==> src/rtl/div_seq_param.sv <==
// Sequential restoring divider: one quotient bit per clock, with a sign fix-up edge and divide-by-zero/overflow flags.
// Define DIV_SIGNED_EN to honour sgn (two's-complement truncating division); otherwise operands are always unsigned.
module div_seq_param #(
   parameter int unsigned DVD_W = 32,
   parameter int unsigned DVS_W = 16
) (
   input  logic             clk,
   input  logic             clr,
   input  logic             start,
   input  logic             sgn,
   input  logic [DVD_W-1:0] a,
   input  logic [DVS_W-1:0] b,
   output logic [DVD_W-1:0] q,
   output logic [DVS_W-1:0] r,
   output logic             busy,
   output logic             ready,
   output logic             dbz,
   output logic             ovf
);

   localparam int unsigned CNT_W = $clog2(DVD_W);

   typedef enum logic [1:0] {IDLE, RUN, FIX, DONE} state_t;

   state_t           state, state_nxt;
   logic [CNT_W-1:0] cnt, cnt_nxt;
   logic [DVD_W-1:0] qw, qw_nxt, q_nxt;
   logic [DVS_W-1:0] rem, rem_nxt, dvs, dvs_nxt, r_nxt;
   logic             neg_q, neg_q_nxt, neg_r, neg_r_nxt, ovf_p, ovf_p_nxt;
   logic             dbz_nxt, ovf_nxt;
   logic             sgn_eff;
   logic [DVD_W-1:0] a_mag;
   logic [DVS_W-1:0] b_mag;
   logic [DVS_W:0]   shifted, trial;

`ifdef DIV_SIGNED_EN
   assign sgn_eff = sgn;
`else
   assign sgn_eff = sgn & 1'b0;
`endif

   // Operand magnitudes and the restoring trial subtraction
   always_comb begin
      a_mag   = (sgn_eff && a[DVD_W-1]) ? -a : a;
      b_mag   = (sgn_eff && b[DVS_W-1]) ? -b : b;
      shifted = {rem, qw[DVD_W-1]};
      trial   = shifted - {1'b0, dvs};
   end

   // Next-state and datapath update
   always_comb begin
      state_nxt = state;
      cnt_nxt   = cnt;
      qw_nxt    = qw;
      rem_nxt   = rem;
      dvs_nxt   = dvs;
      neg_q_nxt = neg_q;
      neg_r_nxt = neg_r;
      ovf_p_nxt = ovf_p;
      q_nxt     = q;
      r_nxt     = r;
      dbz_nxt   = dbz;
      ovf_nxt   = ovf;
      case (state)
         IDLE, DONE: begin
            if (start) begin
               dbz_nxt = 1'b0;
               ovf_nxt = 1'b0;
               if (b == '0) begin
                  state_nxt = DONE;
                  dbz_nxt   = 1'b1;
                  q_nxt     = '1;
                  r_nxt     = a[DVS_W-1:0];
               end else begin
                  state_nxt = RUN;
                  cnt_nxt   = '0;
                  qw_nxt    = a_mag;
                  rem_nxt   = '0;
                  dvs_nxt   = b_mag;
                  neg_q_nxt = sgn_eff & (a[DVD_W-1] ^ b[DVS_W-1]);
                  neg_r_nxt = sgn_eff & a[DVD_W-1];
                  ovf_p_nxt = sgn_eff && (a == {1'b1, {(DVD_W-1){1'b0}}}) && (b == '1);
               end
            end
         end
         RUN: begin
            rem_nxt = trial[DVS_W] ? shifted[DVS_W-1:0] : trial[DVS_W-1:0];
            qw_nxt  = {qw[DVD_W-2:0], ~trial[DVS_W]};
            cnt_nxt = cnt + CNT_W'(1);
            if (cnt == CNT_W'(DVD_W-1)) state_nxt = FIX;
         end
         FIX: begin
            // Overflow needs no special case: the magnitude quotient already wraps to the most negative value
            q_nxt     = neg_q ? -qw : qw;
            r_nxt     = neg_r ? -rem : rem;
            ovf_nxt   = ovf_p;
            state_nxt = DONE;
         end
         default: state_nxt = IDLE;
      endcase
   end

   // State and output registers
   always_ff @(posedge clk) begin
      if (clr) begin
         state <= IDLE;
         cnt   <= '0;
         qw    <= '0;
         rem   <= '0;
         dvs   <= '0;
         neg_q <= 1'b0;
         neg_r <= 1'b0;
         ovf_p <= 1'b0;
         q     <= '0;
         r     <= '0;
         dbz   <= 1'b0;
         ovf   <= 1'b0;
         busy  <= 1'b0;
         ready <= 1'b0;
      end else begin
         state <= state_nxt;
         cnt   <= cnt_nxt;
         qw    <= qw_nxt;
         rem   <= rem_nxt;
         dvs   <= dvs_nxt;
         neg_q <= neg_q_nxt;
         neg_r <= neg_r_nxt;
         ovf_p <= ovf_p_nxt;
         q     <= q_nxt;
         r     <= r_nxt;
         dbz   <= dbz_nxt;
         ovf   <= ovf_nxt;
         busy  <= (state_nxt == RUN) || (state_nxt == FIX);
         ready <= (state_nxt == DONE);
      end
   end

endmodule

==> config.mk <==
export PLATFORM = sky130hd
export DESIGN_NAME = div_seq_param
export DESIGN_NICKNAME = d
export VERILOG_FILES = /design/src/rtl/div_seq_param.sv
export SDC_FILE = /design/constraint.sdc
export NUM_CORES = 1
export LEC_CHECK = 0
export BUFFER_PORTS_ARGS = -buffer_cell sky130_fd_sc_hd__buf_4
export CAP_MARGIN = 40
export CORE_MARGIN = 2
export CORE_UTILIZATION = 53
export CTS_BUF_LIST = sky130_fd_sc_hd__clkbuf_4 sky130_fd_sc_hd__clkbuf_8
export DETAILED_ROUTE_END_ITERATION = 8
export PLACE_DENSITY = 0.87
export SETUP_SLACK_MARGIN = 0.3
export SLEW_MARGIN = 20
export SYNTH_ARGS = -nofsm -noshare
export SYNTH_HDL_FRONTEND = slang
export SYNTH_SLANG_ARGS = --single-unit
==> constraint.sdc <==
create_clock -name clk -period 2.3 [get_ports clk]
set_input_delay 0 -clock clk [delete_from_list [all_inputs] [get_ports clk]]
set_output_delay 0 -clock clk [all_outputs]
set_load 0.01 [all_outputs]
==> out/results.txt, run 1 <==
Status = complete, but fails checks
Vias in the first global route = 5855
Worst Path Buf+Inv = 3
Fin area = 8450 um2
Initial antenna violation count = 0
Required @ worst endpoint = 2.63 ns
Core Region = 10900 um2
Worst VDD drop = 976 uV
Delay-heaviest family, CP = compound AO/OA/AOI/OAI gates
Worst skew pair latency = 0.45 ns
TritonCTS clock tree = yes
Clock root cell = clkbuf_8
Drc violations = 0
Post-layout min period = 2.52 ns
Die boundary width = 110 um
GRT Resource Usage Total = 0.297
DPL Wire Length = 11000 um
First-pass GRT wire length = 27900 um
Total grt overflow = 0
Bufs on Longest Clock Path = 2
Slowest cell delay on critical path = 0.36 ns
Mapped Area = 5960 um2
Number of max-cap violations = 0
Asr flop ratio synth = 0
I/O pin count = 104
CTS Buf Count = 17
Pre-antenna DRT Iters = 5
Share of cells above drive strength 1 = 0.285
Nature of the critical path endpoint = flip-flop
Worst setup margin = -0.218 ns
#FFs+latches synth = 122
Worst Hold Margin = 0.0880 ns
Post-Route Skew = 0.0128 ns
Final setup violation count = 17
Failing checks = setup timing
Dpl cell area = 7050 um2
Largest net degree at the start of global routing = 65
FP Rows = 38
Syn_nets = 761
Critical path cell sequence = inv_2 > ha_4 > inv_2 > fa_2 > a211oi_4 > nor3b_4 > o21ai_2 > o21ai_4 > xor2_4 > buf_12 > mux2i_2 > o21ai_1
YS warnings = 0
Antenna Nets Post-Route = 0
H-Tree Level Count = 4
# port buffers = 101
Worst Tran Pin Value = 0.685 ns
Clk sink count = 122
Library cells used by synthesis = 54
DR vias = 6049
Final hold vios = 0
Main synth FF type = dfxtp_1
Iter 0 DRT Violations = 523
Ant diodes = 0
Total Neg Setup Slack = -2.01 ns
LEAKAGE = 3.40 nW
Ratio of final minimum period to clock period = 1.09
Final Max Slew Viols = 0
P&R area growth vs syn = 41.9%
Worst hold path class = primary input to flip-flop
Routed len/inst = 19.0 um
Cell count after synthesis = 687
Most used cell, CP = inv_2
Startpoint Class = flip-flop
CP Class = flip-flop to flip-flop
CP arrival = 2.85 ns
Final Wtd Congestion = 0.828
Register area share after synthesis = 0.410
Crit-path max FO = 10
Slew headroom = 0.543
Final nets = 938
Clock slew at reported path FFs = 0.08 ns
Slowest cell on the critical path = fa_2
Unrepaired setup endpoints after global routing = true
Full die area = 12100 um2
Pre-CTS WS = -0.201 ns
Via-per-instance ratio = 5.95
Die height = 110 um
Power per cell area = 1300 nW/um2
Post-synth EDFFs = 0
Post-Route WL = 19400 um
Total power = 0.0110 W
Max Clk Rate = 397 MHz
Initial core utilization = 0.547
Avg Inst Size Synth = 8.67 um2
[logic make-up (layout without fill, tap and decap cells)]
logic type,count (synthesis),after routing,synth area share
flops,122,122,0.410
xor+xnor,13,13,0.0223
compound gates,199,199,0.252
fa+ha+maj,22,22,0.0475
buf+inv,107,297,0.0729
simple gates,194,194,0.146
mux,29,29,0.0487
other cells,1,1,0.000630
[sequential cells by signal, summed over array words and instances, names as in the netlist]
signal and flops:
dvs 16, r 16, ready 1, rem 16, state 2, busy 1
qw 32, cnt 5, q 32, dbz 1
[report_power, final]
part | internal (W) | switching, W | leakage (nW)
registers | 0.00268 | 0.000357 | 0.997
clock network | 0.000876 | 0.000975 | 0.195
logic | 0.00280 | 0.00330 | 2.21
[path summary, 6_finish.rpt]
| path | startpoint | to | slack, ns | cells past startpoint |
|---|---|---|---|---|
| setup / recovery | qw[31] | rem[3] | -0.22 | 12 |
| hold / removal | clr | dvs[0] | 0.09 | 2 |
| setup reg to reg | qw[31] | rem[3] | -0.22 | 12 |
| hold reg to reg | cnt[4] | cnt[4] | 0.47 | 2 |
[cell usage in the layout (no fill, tap or decap), types with 6 or more instances in the layout]
cell type / n
buf_4: 148
nor2_1: 119
dfxtp_1: 119
a311oi_1: 58
inv_1: 49
dlygate4sd3_1: 49
a21oi_1: 30
nand2_1: 27
o21bai_1: 27
mux2i_1: 22
a211oi_1: 19
ha_1: 19
clkbuf_8: 17
o21ai_1: 11
nor2b_1: 8
nor3_1: 8
nand3_1: 7
o21ai_2: 7
o21ai_0: 6
a21o_1: 6
xor2_1: 6
[layer usage]
metal  GRT usage  share of wire
met5           0              0
met4      0.0995          0.030
met3      0.0723          0.081
met2       0.524           0.50
met1       0.352           0.39
[synth_stat cells, types with 2 or more instances]
master,number,share of area
dfxtp_1,122,0.41
nor2_1,119,0.075
a311oi_1,61,0.090
inv_1,52,0.033
clkbuf_1,35,0.022
o21bai_1,33,0.042
a21oi_1,32,0.027
mux2i_1,29,0.049
nand2_1,28,0.018
ha_1,21,0.044
a211oi_1,20,0.025
buf_2,14,0.012
o21ai_1,11,0.0092
nand3_1,8,0.0067
nor2b_1,8,0.0084
nor3_1,8,0.0067
a21o_1,7,0.0088
o21ai_2,7,0.010
o21ai_0,6,0.0050
xnor2_1,6,0.0088
xor2_1,6,0.0088
and3_1,4,0.0042
buf_1,4,0.0025
nor4_2,4,0.0084
a31oi_1,3,0.0032
a32oi_1,3,0.0044
nand2b_1,3,0.0032
nand4_1,3,0.0032
and4_1,2,0.0029
nand3b_1,2,0.0025
o2111ai_1,2,0.0029
o21a_1,2,0.0025
[area by class of cell]
type | instances | area (um2)
clock buffers | 17 | 234
clock inverters | 15 | 141
fillers | 670 | 2440
inverters | 52 | 195
multi-input cells | 458 | 3330
flip-flops and latches | 122 | 2450
well taps | 140 | 175
repair buffers | 213 | 1920
[metrics by stage]
stage,instances,utilization
finish,1017,0.776
global route,1017,0.776
CTS,1008,0.748
detailed placement,916,0.647
global placement,916,0.647
floorplan,687,-
[repair_timing]
item,4_1_cts,5_1_grt
pin swaps,6,25
hold endpoints to repair,65,0
resized for setup,21,32
setup buffers,9,6
cloned,2,3
endpoints found under the setup margin,48,75
hold buffers,49,0
No activity file was read; power rests on OpenSTA's default activity.
==> inputs of run 2 (changes only) <==
Settings changed: CORE_UTILIZATION 53 to 58, PLACE_DENSITY 0.87 to 0.9.
Clock period 2.3 ns to 2.36 ns, I/O delays scaled along.
==> run 2 against run 1 <==
Compared with the run above:
- the run still ends with setup timing left
- flip-flop and latch count unchanged
- clock power is 11% higher
- non-clock buffer count decreased by 5
- highest routed layer unchanged
- fmax is 5.5% lower
- combinational power is 0.8% higher
- largest cell class unchanged
- final area decreased by 0.21%
==> out/results.txt, run 2 (synthesized netlist as in run 1, its figures left out) <==
Clock slew at reported path FFs = 0.08 ns (about the same)
Inst Count DP = 901 (was 916)
Worst Tran Pin Value = 0.653 ns (was 0.685 ns)
Worst setup margin = -0.304 ns (was -0.218 ns)
Most common cell after layout, fill and taps aside = buf_4 (unchanged)
GRT Resource Usage Total = 0.336 (was 0.297)
Final setup violation count = 17 (unchanged)
Final nets = 934 (was 938)
DPL Wire Length = 10800 um (was 11000 um)
Global route hottest layer = met2 (unchanged)
Met2 usage = 0.586 (was 0.524)
Drc violations = 0 (unchanged)
Reg power frac = 0.268 (was 0.276)
P&R area growth vs syn = 41.6% (was 41.9%)
Final hold vios = 0 (unchanged)
CP arrival = 3.04 ns (was 2.85 ns)
Iter 0 DRT Violations = 799 (was 523)
Via-per-instance ratio = 6.51 (was 5.95)
Pre-antenna DRT Iters = 5 (unchanged)
P_sw = 0.00488 W (was 0.00464 W)
Total grt overflow = 0 (unchanged)
Commonest non-fill, non-tap cells in the layout = buf_4 (144), nor2_1 (119), dfxtp_1 (118) (was buf_4 (148), nor2_1 (119), dfxtp_1 (119))
Worst hold path class = primary input to flip-flop (unchanged)
Final Core Density = 0.855 (was 0.776)
Die boundary width = 105 um (was 110 um)
Required @ worst endpoint = 2.74 ns (was 2.63 ns)
Die height = 105 um (was 110 um)
CP Class = flip-flop to flip-flop (unchanged)
TritonCTS clock tree = yes (unchanged)
Crit-path max FO = 7 (was 10)
Share of cells above drive strength 1 = 0.283 (was 0.285)
Total power = 0.0112 W (was 0.0110 W)
Core Region = 9860 um2 (was 10900 um2)
Met1 usage = 0.383 (was 0.352)
Startpoint Class = flip-flop (unchanged)
Nature of the critical path endpoint = flip-flop (unchanged)
Ratio of final minimum period to clock period = 1.13 (was 1.09)
Max Clk Rate = 375 MHz (was 397 MHz)
Failing checks = setup timing (unchanged)
Initial antenna violation count = 0 (unchanged)
Full die area = 11100 um2 (was 12100 um2)
Clk sink count = 122 (unchanged)
P_int = 0.00634 W (was 0.00636 W)
Switch share = 0.435 (was 0.422)
Post-Route WL = 22400 um (was 19400 um)
Combinational power share = 0.549 (was 0.555)
Pre-CTS WS = -0.102 ns (was -0.201 ns)
Status = complete, but fails checks (unchanged)
Final Wtd Congestion = 0.943 (was 0.828)
Largest net degree at the start of global routing = 50 (was 65)
Unrepaired setup endpoints after global routing = true (unchanged)
Worst skew pair latency = 0.46 ns (was 0.45 ns)
Routed len/inst = 22.3 um (was 19.0 um)
DR vias = 6549 (was 6049)
Clock root cell = clkbuf_8 (unchanged)
Initial core utilization = 0.604 (was 0.547)
Power per cell area = 1330 nW/um2 (was 1300 nW/um2)
FP Rows = 36 (was 38)
Post-layout min period = 2.66 ns (was 2.52 ns)
Antenna Nets Post-Route = 0 (unchanged)
Final Max Slew Viols = 0 (unchanged)
Bufs on Longest Clock Path = 2 (unchanged)
Number of max-cap violations = 0 (unchanged)
Slew headroom = 0.565 (was 0.543)
H-Tree Level Count = 4 (unchanged)
# port buffers = 101 (unchanged)
First-pass GRT wire length = 29700 um (was 27900 um)
Worst VDD drop = 674 uV (was 976 uV)
Top Registers = q (32), qw (32) (unchanged)
Global Route met3 Usage = 0.0785 (was 0.0723)
LEAKAGE = 3.40 nW (about the same)
Vias in the first global route = 6084 (was 5855)
Clock power share = 0.183 (was 0.168)
Non-filler cells, final = 1006 (was 1017)
CTS Buf Count = 17 (unchanged)
I/O pin count = 104 (unchanged)
Ant diodes = 0 (unchanged)
Post-Route Skew = 0.0107 ns (was 0.0128 ns)
[run 2: worst max-delay path, stage by stage, from the launching register on]
cell       delay (ns)
dfxtp_1          0.37
ha_1             0.37
and4_1           0.28
nand4_1          0.35
o21ai_4          0.37
xor2_4           0.20
buf_6            0.20
o2111ai_2        0.22
o21ai_1          0.22
[run 2: layer usage]
metal  vias to the layer above  share of wire
met4                         0          0.068
met2                       492           0.48
met5                         -              0
met1                      3093           0.35
met3                       161           0.10
li1                       2803              -
[run 2: cell type report]
type	count	area [um2]
clock buffers	18	241
clock inverters	14	185
fillers	465	1430
inverters	52	195
multi-input cells	459	3320
flip-flops and latches	122	2450
well taps	133	166
repair buffers	208	1880
[run 2: repair_timing]
item | CTS | global route
setup buffers | 10 | 7
gates resized for setup | 17 | 26
hold buffers | 49 | 0
pin swaps | 5 | 12
cloned | 3 | 4
endpoints found under the setup margin | 53 | 58
hold endpoints to repair | 64 | 0
[run 2: path summary, 6_finish.rpt]
check        startpoint       to  slack [ns]  depth (start not counted)
max reg2reg     rem[12]  rem[15]       -0.30                          8
max             rem[12]  rem[15]       -0.30                          8
min                 clr  dvs[13]        0.03                          2
min reg2reg         dbz      dbz        0.47                          2
[run 2: power groups by stage]
stage | clock (W) | combinational, W | sequential (W)
2_1_floorplan | 0 | 0.00307 | 0.00298
3_3_place_gp | 0 | 0.00422 | 0.00292
3_5_place_dp | 0 | 0.00441 | 0.00296
4_1_cts | 0.00202 | 0.00507 | 0.00292
5_1_grt | 0.00215 | 0.00645 | 0.00302
6_report | 0.00206 | 0.00616 | 0.00300
[run 2: per-stage QoR]
stage	instance area (um2)	setup TNS, ns	hold slack (ns)
after floorplan	5980	-0.0717	0.139
after global placement	6990	-0.0577	0.240
after detailed placement	6990	-0.184	0.253
after CTS	8130	-0.254	0.000922
after global routing	8430	-4.76	0.0228
final	8430	-3.43	0.0253
